===== src/rtl/mem_port_arbiter.sv =====
// mem_port_arbiter: shares one single-ported unified memory between the fetch
// stage and the memory stage. One fixed-latency access at a time. Data requests
// have priority, but a fetch that has waited STARVE_MAX data grants is forced through.
// Optional feature macro: ARB_PERF_EN adds saturating performance counters
// (perf_fetch_wait, perf_data_grants).
module mem_port_arbiter #(
    parameter int LATENCY    = 2,
    parameter int STARVE_MAX = 4
) (
    input  logic        clk,
    input  logic        reset,
    input  logic        if_req,
    input  logic [31:0] if_addr,
    output logic [31:0] if_rdata,
    output logic        if_ready,
    input  logic        d_req,
    input  logic        d_we,
    input  logic [31:0] d_addr,
    input  logic [31:0] d_wdata,
    output logic [31:0] d_rdata,
    output logic        d_ready,
    output logic        mem_en,
    output logic        mem_we,
    output logic [31:0] mem_addr,
    output logic [31:0] mem_wdata,
    input  logic [31:0] mem_rdata
`ifdef ARB_PERF_EN
    ,
    output logic [31:0] perf_fetch_wait,
    output logic [31:0] perf_data_grants
`endif
);

    typedef enum logic [1:0] {
        IDLE   = 2'd0,
        BUSY_I = 2'd1,
        BUSY_D = 2'd2
    } state_t;

    localparam logic [3:0] LAT_L    = 4'(LATENCY);
    localparam logic [7:0] STARVE_L = 8'(STARVE_MAX);

    state_t      state_r;
    logic [3:0]  lat_r;
    logic [7:0]  starve_r;
    logic        grant_i_s;
    logic        grant_d_s;

    // Grant decision: only in IDLE; data wins unless fetch has been starved.
    always_comb begin
        grant_i_s = 1'b0;
        grant_d_s = 1'b0;
        if (state_r == IDLE) begin
            if (if_req && (!d_req || (starve_r == STARVE_L))) begin
                grant_i_s = 1'b1;
            end else if (d_req) begin
                grant_d_s = 1'b1;
            end else begin
                grant_i_s = 1'b0;
                grant_d_s = 1'b0;
            end
        end else begin
            grant_i_s = 1'b0;
            grant_d_s = 1'b0;
        end
    end

    // Arbitration FSM: issues the memory strobe, counts latency, captures read data
    // and pulses the ready of the requester that owned the transaction.
    always_ff @(posedge clk or negedge reset) begin
        if (!reset) begin
            state_r   <= IDLE;
            lat_r     <= 4'd0;
            starve_r  <= 8'd0;
            mem_en    <= 1'b0;
            mem_we    <= 1'b0;
            mem_addr  <= 32'd0;
            mem_wdata <= 32'd0;
            if_rdata  <= 32'd0;
            d_rdata   <= 32'd0;
            if_ready  <= 1'b0;
            d_ready   <= 1'b0;
        end else begin
            mem_en   <= 1'b0;
            if_ready <= 1'b0;
            d_ready  <= 1'b0;
            case (state_r)
                IDLE: begin
                    if (grant_i_s) begin
                        state_r   <= BUSY_I;
                        mem_en    <= 1'b1;
                        mem_we    <= 1'b0;
                        mem_addr  <= if_addr;
                        mem_wdata <= 32'd0;
                        lat_r     <= LAT_L;
                        starve_r  <= 8'd0;
                    end else if (grant_d_s) begin
                        state_r   <= BUSY_D;
                        mem_en    <= 1'b1;
                        mem_we    <= d_we;
                        mem_addr  <= d_addr;
                        mem_wdata <= d_wdata;
                        lat_r     <= LAT_L;
                        starve_r  <= if_req ? (starve_r + 8'd1) : 8'd0;
                    end else begin
                        state_r <= IDLE;
                    end
                end
                BUSY_I: begin
                    // lat_r reaches 0 in the cycle mem_rdata is valid
                    if (lat_r == 4'd0) begin
                        if_rdata <= mem_rdata;
                        if_ready <= 1'b1;
                        state_r  <= IDLE;
                    end else begin
                        lat_r <= lat_r - 4'd1;
                    end
                end
                BUSY_D: begin
                    if (lat_r == 4'd0) begin
                        // stores complete with a ready pulse but leave load data alone
                        if (!mem_we) begin
                            d_rdata <= mem_rdata;
                        end else begin
                            d_rdata <= d_rdata;
                        end
                        d_ready <= 1'b1;
                        state_r <= IDLE;
                    end else begin
                        lat_r <= lat_r - 4'd1;
                    end
                end
                default: begin
                    state_r <= IDLE;
                end
            endcase
        end
    end

`ifdef ARB_PERF_EN
    // Saturating counters: fetch wait cycles and data grants.
    always_ff @(posedge clk or negedge reset) begin
        if (!reset) begin
            perf_fetch_wait  <= 32'd0;
            perf_data_grants <= 32'd0;
        end else begin
            if (if_req && (state_r != BUSY_I) && !grant_i_s &&
                (perf_fetch_wait != 32'hFFFF_FFFF)) begin
                perf_fetch_wait <= perf_fetch_wait + 32'd1;
            end else begin
                perf_fetch_wait <= perf_fetch_wait;
            end
            if (grant_d_s && (perf_data_grants != 32'hFFFF_FFFF)) begin
                perf_data_grants <= perf_data_grants + 32'd1;
            end else begin
                perf_data_grants <= perf_data_grants;
            end
        end
    end
`endif

endmodule


===== config.mk =====
export PLATFORM = sky130hd
export DESIGN_NAME = mem_port_arbiter
export DESIGN_NICKNAME = d
export VERILOG_FILES = /design/src/rtl/mem_port_arbiter.sv
export SDC_FILE = /design/constraint.sdc
export NUM_CORES = 1
export LEC_CHECK = 0
export ABC_AREA = 1
export CAP_MARGIN = 20
export CORE_ASPECT_RATIO = 1.2
export CORE_MARGIN = 2
export CORE_UTILIZATION = 30
export DETAILED_ROUTE_END_ITERATION = 6
export PLACE_DENSITY = 0.62
export SETUP_SLACK_MARGIN = 0.5
export SLEW_MARGIN = 10
export SYNTH_ARGS = -nofsm -noshare
export SYNTH_HDL_FRONTEND = slang
export SYNTH_SLANG_ARGS = --single-unit

===== constraint.sdc =====
create_clock -name clk -period 1.9 [get_ports clk]
set_input_delay 0.19 -clock clk [delete_from_list [all_inputs] [get_ports clk]]
set_output_delay 0.19 -clock clk [all_outputs]
set_load 0.05 [all_outputs]

==> results.py, run 1 <==
metrics = {
    "final_layout": {
        "diodes": 0,
        "layout.cells.most_common": "nand2_1",
        "post-route-cell-area_sq_um": 11100,
        "instances_no_fill": 1352,
        "num-fill-cells": 1906,
        "layout-area-overhead-vs-synth_pct": 72.8,
        "most-common-layout-cells": "nand2_1 (222), dfrtp_1 (144), clkdlybuf4s50_1 (131)",
        "nets": 1209,
        "drive_above_1_share_pct": 27.8,
    },
    "die": {
        "die_area_sq_um": 22700,
        "dieWidth_um": 138,
        "fp.coreArea_sq_um": 21000,
        "starting_utilization_of_the_core_area_pct": 30.6,
        "die_h_um": 165,
        "rows": 58,
        "io-pin-count": 265,
    },
    "timing": {
        "worst_clock_skew_ps": 11.5,
        "max_slew_violation_total_from_the_final_report": 0,
        "setup_tns_ps": 0,
        "fmax_mhz": 618,
        "worst_pin_slew_ps": 446,
        "holdWs_ps": 290,
        "finalHoldViolations": 0,
        "rsz0062_at_grt": "yes",
        "minimum_clock_period_after_layout_ps": 1620,
        "finalCritPeriodShare_pct": 85.2,
        "timing.max_slew.rel_slack_pct": 70.3,
        "report.final.setup_viol": 0,
    },
    "yosys": {
        "mappedNetlistNets": 909,
        "syn_avg_cell_area_sq_um": 8.38,
        "post_synth_inst_count": 769,
        "dominantRegCellSynth": "dfrtp_1",
        "syn-cell-area_sq_um": 6440,
        "synth_cell_types": 26,
        "yosys_register_bits": 146,
        "yosys_warnings": 0,
        "seq_area_frac_synth_pct": 56.7,
        "synth_edf_count": 0,
        "share_of_flip_flops_with_an_asynchronous_set_or_reset_after_synthesis_pct": 100,
    },
    "cts": {
        "clock_tree.buffer_depth": 2,
        "clock-sinks": 146,
        "clkTransAtPathRegs_ps": 70,
        "clock_insertion_delay_worst_skew_ps": 430,
        "htreeDepth": 4,
        "tritoncts": "done",
        "cts.root.buffer_cell": "clkbuf_16",
        "num_cts_buffers": 17,
    },
    "global_routing": {
        "antenna_violations_before_repair": 0,
        "grt.total_usage_pct": 20.2,
        "grt_overflow": 0,
        "grt_start_max_net_pins": 46,
        "first_global_vias": 6377,
        "grt_pass1_wl_mm": 35.1,
    },
    "placed_design": {
        "numPortBuffers": 264,
        "place_hpwl_mm": 13.2,
        "post_dp_cell_area_sq_um": 9470,
        "dp_cells": 1271,
        "gp_congestion": 0.795,
    },
    "drt": {
        "drt_total_wl_mm": 22.8,
        "drcViolationCount": 0,
        "route.vias.total": 6321,
        "drt.antenna.violating_nets": 0,
        "first_drt_iteration_drcs": 238,
        "wl_per_cell_um": 16.8,
        "drt-pass1-iter-count": 5,
        "viasPerCell": 4.68,
    },
    "setup_path": {
        "critical_path.n_buffers_inverters": 2,
        "timing.critical_path.required_ps": 2210,
        "worstSetupEndpointType": "register",
        "worst_path_largest_cell_delay_ps": 430,
        "timing.critical_path.from_type": "register",
        "path_max_fanout": 7,
        "timing.critical_path.max_delay_family": "simple AND/OR/NAND/NOR gates",
        "path_class": "register to register",
        "timing.critical_path.slowest_stage_cell": "dfrtp_2",
        "arrival_ps": 1920,
        "crit_path_cell_trace": "nor2_1 -> nand2_1 -> o21ai_4 -> buf_6 -> nand2_8 -> buf_12 -> nand3_4 -> o21ai_1",
    },
    "power_and_ir_drop": {
        "max-vdd-ir-drop_v": 0.00117,
        "powerDensity_nw_per_um2": 1800,
        "p_leak_uw": 0.00542,
    },
    "outcome": {
        "run_status": "finished, final reports clean",
    },
    "hold_path": {
        "hold_path.class": "input port to async pin",
    },
    "flow_run": {
        "timing.max_cap.violations": 0,
    },
}
[repair_timing]
action / CTS / global route
endpoints found under the hold margin: 41 / 0
hold buffers: 1 / 0
cloned: 18 / 2
setup buffers: 20 / 8
pin swaps: 13 / 15
endpoints found under the setup margin: 275 / 164
gates resized for setup: 468 / 68
[cell usage after synthesis (all sizes together) (3+ instances only)]
cell type	count	area, sq um
a21oi	3	15.0
buf	20	115
clkbuf	24	90.1
dfrtp	146	3650
ha	7	87.6
inv	112	420
nand2	253	955
nand3	72	373
nand4	34	213
nor2	8	30.0
o21ai	80	415
xnor2	3	26.3
[worst register-to-register path: stages, from the launching register on]
cell	delay, ps
dfrtp_2	430
nor2_1	130
nand2_1	110
o21ai_4	210
buf_6	140
nand2_8	110
buf_12	170
nand3_4	110
o21ai_1	90
[worst paths after layout]
check / start / end / slack, ps / cells after the start
hold / removal: reset / if_rdata[18] / 290 / 2
min in group clk: d_wdata[21] / mem_wdata[21] / 310 / 3
setup / recovery: starve_r[5] / starve_r[2] / 280 / 8
max in group asynchronous: reset / starve_r[5] / 990 / 3
hold reg to reg: mem_wdata[6] / mem_wdata[6] / 480 / 2
setup reg to reg: starve_r[5] / starve_r[2] / 280 / 8
[stage by stage]
step | worst slack [ps] | utilization [%] | power, uW
global route | 209 | 52.9 | 21200
finish | 282 | 52.9 | 20100
detailed placement | 68.7 | 45.0 | 16200
CTS | 325 | 52.0 | 19900
floorplan | 442 | - | 12400
global placement | 116 | 45.0 | 16100
[state kept, by name, indices dropped and copies added (netlist names)]
register / count
state_r: 2
if_ready: 1
lat_r: 4
d_ready: 1
starve_r: 8
mem_addr: 32
mem_we: 1
d_rdata: 32
if_rdata: 32
mem_en: 1
mem_wdata: 32
[per-layer routing]
metal	wire length, um	vias up	track usage (%)	share of wire (%)
li1	-	3049	-	-
met1	9120	2953	24.3	40
met2	11000	285	34.1	48
met3	2130	34	5.86	9.4
met4	544	0	7.65	2.4
met5	0	-	0	0
[area by class of cell]
cell class | instances | area [sq um] | share of cell area, %
sequential | 146 | 3660 | 32.8
inverter | 113 | 438 | 3.93
multi-input combinational | 476 | 2660 | 23.9
timing repair buffer | 315 | 3480 | 31.3
tap | 270 | 338 | 3.03
clock buffer | 18 | 439 | 3.94
clock inverter | 14 | 119 | 1.07
[power by group]
group	switching, uW	internal [uW]
sequential	886	4510
clock	1440	1740
combinational	7900	3590
[cell families after synthesis]
kind of cell	synth area share, %
and+or+nand+nor	24.8
DFF	56.7
AOI/OAI and AO/OA	6.68
adders and majority gates	1.36
xor gates and xnor gates	0.680
buffers and inverters	9.77
(Power assumes the default switching activity.)
==> run 2, diff against run 1 <==
- MAX_ROUTING_LAYER: not set -> met4
- SLEW_MARGIN: 10 -> 25
- TNS_END_PERCENT: not set -> 20
==> run 2 against run 1 <==
Effect of this change:
- maximum frequency down 2.0%
- register-to-register slack lost 30 ps
- final cell count shrank 0.96%
- critical path depth increased by 2
==> results.py, run 2 (synthesis gave the netlist of run 1 again) <==
metrics = {
    "cts": {
        "clock_tree.buffer_depth": 2,
        "tritoncts": "done",
        "clkTransAtPathRegs_ps": 70,
        "num_cts_buffers": 17,
        "htreeDepth": 4,
        "cts.root.buffer_cell": "clkbuf_16",
        "clock_insertion_delay_worst_skew_ps": 420,
        "clock-sinks": 146,
    },
    "setup_path": {
        "timing.critical_path.from_type": "register",
        "worstSetupEndpointType": "register",
        "path_class": "register to register",
        "arrival_ps": 1960,
        "path_max_fanout": 16,
        "timing.critical_path.required_ps": 2210,
    },
    "drt": {
        "route.vias.total": 6123,
        "viasPerCell": 4.57,
        "wl_per_cell_um": 15.4,
        "drt.antenna.violating_nets": 0,
        "first_drt_iteration_drcs": 283,
        "drt_total_wl_mm": 20.6,
        "drt-pass1-iter-count": 5,
        "drcViolationCount": 0,
    },
    "power_and_ir_drop": {
        "internal_power_uw": 9360,
        "clock_power_share_pct": 17.7,
        "p_comb_share_pct": 54.8,
        "switching_share_pct": 51.4,
        "seq_power_share_pct": 27.5,
        "p_leak_uw": 0.00540,
        "max-vdd-ir-drop_v": 0.00115,
        "power.switching_uw": 9900,
        "powerDensity_nw_per_um2": 1810,
    },
    "timing": {
        "finalCritPeriodShare_pct": 86.9,
        "report.final.setup_viol": 0,
        "fmax_mhz": 606,
        "finalHoldViolations": 0,
        "timing.max_slew.rel_slack_pct": 63.1,
        "max_slew_violation_total_from_the_final_report": 0,
        "worst_clock_skew_ps": 9.10,
        "rsz0062_at_grt": "yes",
        "minimum_clock_period_after_layout_ps": 1650,
        "worst_pin_slew_ps": 555,
    },
    "global_routing": {
        "antenna_violations_before_repair": 0,
        "grt_overflow": 0,
        "grt_pass1_wl_mm": 30.3,
        "grt.total_usage_pct": 17.7,
        "first_global_vias": 5944,
        "grt_start_max_net_pins": 66,
    },
    "die": {
        "starting_utilization_of_the_core_area_pct": 30.6,
        "rows": 58,
        "fp.coreArea_sq_um": 21000,
        "dieWidth_um": 138,
        "io-pin-count": 265,
        "die_h_um": 165,
        "die_area_sq_um": 22700,
    },
    "final_layout": {
        "most-common-layout-cells": "nand2_1 (228), dfrtp_1 (146), clkdlybuf4s50_1 (131)",
        "num-fill-cells": 1989,
        "post-route-cell-area_sq_um": 10600,
        "fin_util_pct": 50.5,
        "nets": 1196,
        "drive_above_1_share_pct": 14.6,
        "diodes": 0,
        "layout-area-overhead-vs-synth_pct": 65.0,
        "layout.cells.most_common": "nand2_1",
    },
    "placed_design": {
        "post_dp_cell_area_sq_um": 9470,
        "gp_congestion": 0.790,
        "place_hpwl_mm": 12.8,
        "numPortBuffers": 264,
    },
    "outcome": {
        "run_status": "finished, final reports clean",
    },
    "flow_run": {
        "timing.max_cap.violations": 0,
    },
    "hold_path": {
        "hold_path.class": "input port to async pin",
    },
}
[run 2: worst paths after layout]
kind	start	slack, ps	cells past startpoint	to
hold / removal	reset	270	2	d_rdata[27]
setup reg to reg	starve_r[1]	250	10	mem_wdata[22]
max in group asynchronous	reset	930	3	if_rdata[14]
hold reg to reg	mem_addr[24]	470	2	mem_addr[24]
min in group clk	d_wdata[24]	320	3	mem_wdata[24]
setup / recovery	starve_r[1]	250	10	mem_wdata[22]
[run 2: worst max-delay path, cell delays in order, from the launching register on]
cell and delay [ps]:
dfrtp_1 400, inv_2 90, ha_4 140, nand3_4 60
o21ai_4 180, buf_4 150, buf_6 90, nand2_4 90
clkbuf_16 200, nand3_1 70, nand2_1 60
[run 2: through the flow]
| stage | total power [uW] | hold WS [ps] | setup TNS [ps] | setup WS, ps | cells |
|---|---|---|---|---|---|
| 2_1_floorplan | 12300 | -106 | 0 | 435 | 769 |
| 4_1_cts | 19100 | 277 | 0 | 283 | 1327 |
| 5_1_grt | 20400 | 302 | 0 | 170 | 1339 |
| 6_report | 19300 | 274 | 0 | 248 | 1339 |
| 3_3_place_gp | 16100 | 161 | 0 | 39.3 | 1276 |
| 3_5_place_dp | 16200 | 157 | -139 | -36.2 | 1276 |
[run 2: routing by layer]
layer / track usage [%] / wire length, um / vias to the layer above
li1: - / - / 3020
met1: 21.7 / 8800 / 2860
met2: 28.9 / 10200 / 218
met3: 4.36 / 1310 / 25
met4: 5.84 / 339 / 0
met5: - / 0 / -
[run 2: final cells by class]
cell class	count	area (sq um)	share of cell area (%)
Inverter	113	432	4.06
Multi-Input combinational cell	470	2450	23.1
Tap cell	270	338	3.18
Clock inverter	14	158	1.48
Sequential cell	146	3650	34.4
Clock buffer	18	439	4.13
Timing Repair Buffer	308	3160	29.7
[run 2: timing repair]
action,4_1_cts,5_1_grt
pin swaps,19,7
hold buffers,1,0
gates cloned,5,7
endpoints found under the hold margin,43,0
endpoints found under the setup margin,276,267
gates resized for setup,205,55
buffers inserted,13,5
[run 2: power by group through the flow]
stage | clock [uW] | combinational [uW] | sequential [uW]
finish | 3410 | 10600 | 5290
global route | 3630 | 11300 | 5470
CTS | 3490 | 10300 | 5240
detailed placement | 0 | 10900 | 5310
global placement | 0 | 10800 | 5300
floorplan | 0 | 2370 | 9890
==> run 3, diff against run 2 <==
- SETUP_SLACK_MARGIN: 0.5 -> 0.4
==> run 3 against run 2 <==
Effect of this change:
- routed wire length rose by 2.5%
- sequential power up 2%
- final cell count is 0.37% lower
- maximum frequency is 6.8% lower
- clock skew rose by 5.0 ps
- hold slack lost 35 ps
- die area did not move
- first-iteration DRC count is 7.1% lower
- count of clock-buffer cells in the layout did not move
- total power is 2.8% higher
- largest cell class unchanged
==> results.py, run 3 (synthesis gave the netlist of run 1 again) <==
metrics = {
    "die": {
        "io-pin-count": 265,
        "starting_utilization_of_the_core_area_pct": 30.6,
        "dieWidth_um": 138,
        "rows": 58,
        "die_area_sq_um": 22700,
        "fp.coreArea_sq_um": 21000,
        "die_h_um": 165,
    },
    "setup_path": {
        "worstSetupEndpointType": "primary output",
        "worst-path-stages": 1,
        "arrival_ps": 1580,
        "reg2reg_depth": 9,
        "timing.critical_path.slowest_stage_cell": "clkdlybuf4s50_1",
        "worst_path_largest_cell_delay_ps": 810,
        "setup.worst_path.start": "d_rdata[1]",
        "reg2reg_from": "lat_r[0]",
        "path_class": "register to primary output",
        "crit_path_cell_trace": "clkdlybuf4s50_1",
        "path_max_fanout": 2,
        "timing.critical_path.required_ps": 1710,
        "timing.critical_path.from_type": "register",
        "timing.critical_path.max_delay_family": "buffers and inverters",
        "critical_path.n_buffers_inverters": 1,
    },
    "timing": {
        "timing.max_slew.rel_slack_pct": 55.5,
        "max_slew_violation_total_from_the_final_report": 0,
        "worst_clock_skew_ps": 14.1,
        "finalHoldViolations": 0,
        "report.final.setup_viol": 0,
        "fmax_mhz": 564,
        "worst_pin_slew_ps": 667,
        "setup_tns_ps": 0,
        "minimum_clock_period_after_layout_ps": 1770,
        "finalCritPeriodShare_pct": 93.2,
        "rsz0062_at_grt": "yes",
    },
    "cts": {
        "htreeDepth": 4,
        "tritoncts": "done",
        "clock-sinks": 146,
        "clock_tree.buffer_depth": 2,
        "clock_insertion_delay_worst_skew_ps": 410,
        "clkTransAtPathRegs_ps": 60,
        "num_cts_buffers": 17,
        "cts.root.buffer_cell": "clkbuf_16",
    },
    "placed_design": {
        "gp_congestion": 0.815,
        "place_hpwl_mm": 12.7,
        "numPortBuffers": 264,
    },
    "hold_path": {
        "hold_path.class": "input port to async pin",
    },
    "drt": {
        "wl_per_cell_um": 15.9,
        "viasPerCell": 4.61,
        "first_drt_iteration_drcs": 263,
        "drt.antenna.violating_nets": 0,
        "drcViolationCount": 0,
        "drt-pass1-iter-count": 4,
        "drt_total_wl_mm": 21.2,
        "route.vias.total": 6147,
    },
    "global_routing": {
        "grt_overflow": 0,
        "first_global_vias": 5730,
        "grt_start_max_net_pins": 67,
        "grt_pass1_wl_mm": 29.4,
        "grt.total_usage_pct": 17.2,
        "antenna_violations_before_repair": 0,
    },
    "final_layout": {
        "most-common-layout-cells": "nand2_1 (215), clkdlybuf4s50_1 (146), dfrtp_1 (145)",
        "layout.cells.most_common": "nand2_1",
        "nets": 1191,
        "drive_above_1_share_pct": 18.9,
        "diodes": 0,
        "fin_util_pct": 51.8,
        "layout-area-overhead-vs-synth_pct": 69.0,
    },
    "power_and_ir_drop": {
        "p_comb_share_pct": 55.9,
        "power.switching_uw": 10000,
        "powerDensity_nw_per_um2": 1820,
        "p_leak_uw": 0.00542,
        "clock_power_share_pct": 16.7,
        "internal_power_uw": 9790,
        "switching_share_pct": 50.5,
        "max-vdd-ir-drop_v": 0.000934,
        "seq_power_share_pct": 27.4,
    },
    "flow_run": {
        "timing.max_cap.violations": 0,
    },
    "outcome": {
        "run_status": "finished, final reports clean",
    },
}
-- run 3: cell types whose count changed in the layout (fill, tap and decap cells not counted), moves of 15 or more --
| cell | delta |
|---|---|
| clkdlybuf4s50_1 | +15 |
| dlygate4sd2_1 | -48 |
| clkdlybuf4s15_2 | +23 |
| o21ai_0 | -15 |
-- run 3: worst paths after layout --
check                           endpoint  slack [ps]
min                           d_rdata[1]         240
max                           d_rdata[1]         130
max in group asynchronous    starve_r[4]         970
min reg2reg                mem_wdata[19]         470
max reg2reg                   d_rdata[9]         250
min in group clk           mem_wdata[24]         320
-- run 3: what timing repair did --
action,in CTS,in global routing
buffers inserted,6,4
endpoints found under the hold margin,67,0
hold buffers,1,0
endpoints found under the setup margin,271,231
cloned,2,13
gates resized for setup,233,148
pin swaps,4,4
-- run 3: layer usage --
layer | vias to the layer above | share of wire (%) | GRT usage [%]
met5 | - | 0 | -
met4 | 0 | 3.1 | 6.82
met3 | 39 | 6.9 | 5.16
met2 | 241 | 50 | 26.8
met1 | 2872 | 40 | 21.1
li1 | 2995 | - | -
-- run 3: power by group through the flow --
stage,Combinational [uW],Clock (uW),Sequential (uW)
after CTS,10500,3420,5250
after global routing,11800,3570,5600
after floorplan,2280,0,9880
final,11100,3310,5410
after detailed placement,10800,0,5300
after global placement,10700,0,5270
-- run 3: cell type report --
cell class,instances,area [sq um]
tap,270,338
sequential,146,3650
timing repair buffer,306,3320
inverter,113,427
multi-input combinational,467,2570
clock buffer,18,439
clock inverter,14,143
fill,1962,10200
-- run 3: per-stage QoR --
step / area (sq um) / setup slack, ps / std cells / power (uW) / hold slack, ps
after floorplan: 6460 / 381 / 769 / 12200 / -106
after global placement: 9470 / 155 / 1276 / 16000 / 106
after detailed placement: 9470 / 105 / 1276 / 16100 / 100
after CTS: 10200 / 124 / 1317 / 19100 / 217
after global routing: 10900 / 74.5 / 1334 / 20900 / 239
final: 10900 / 128 / 1334 / 19800 / 239
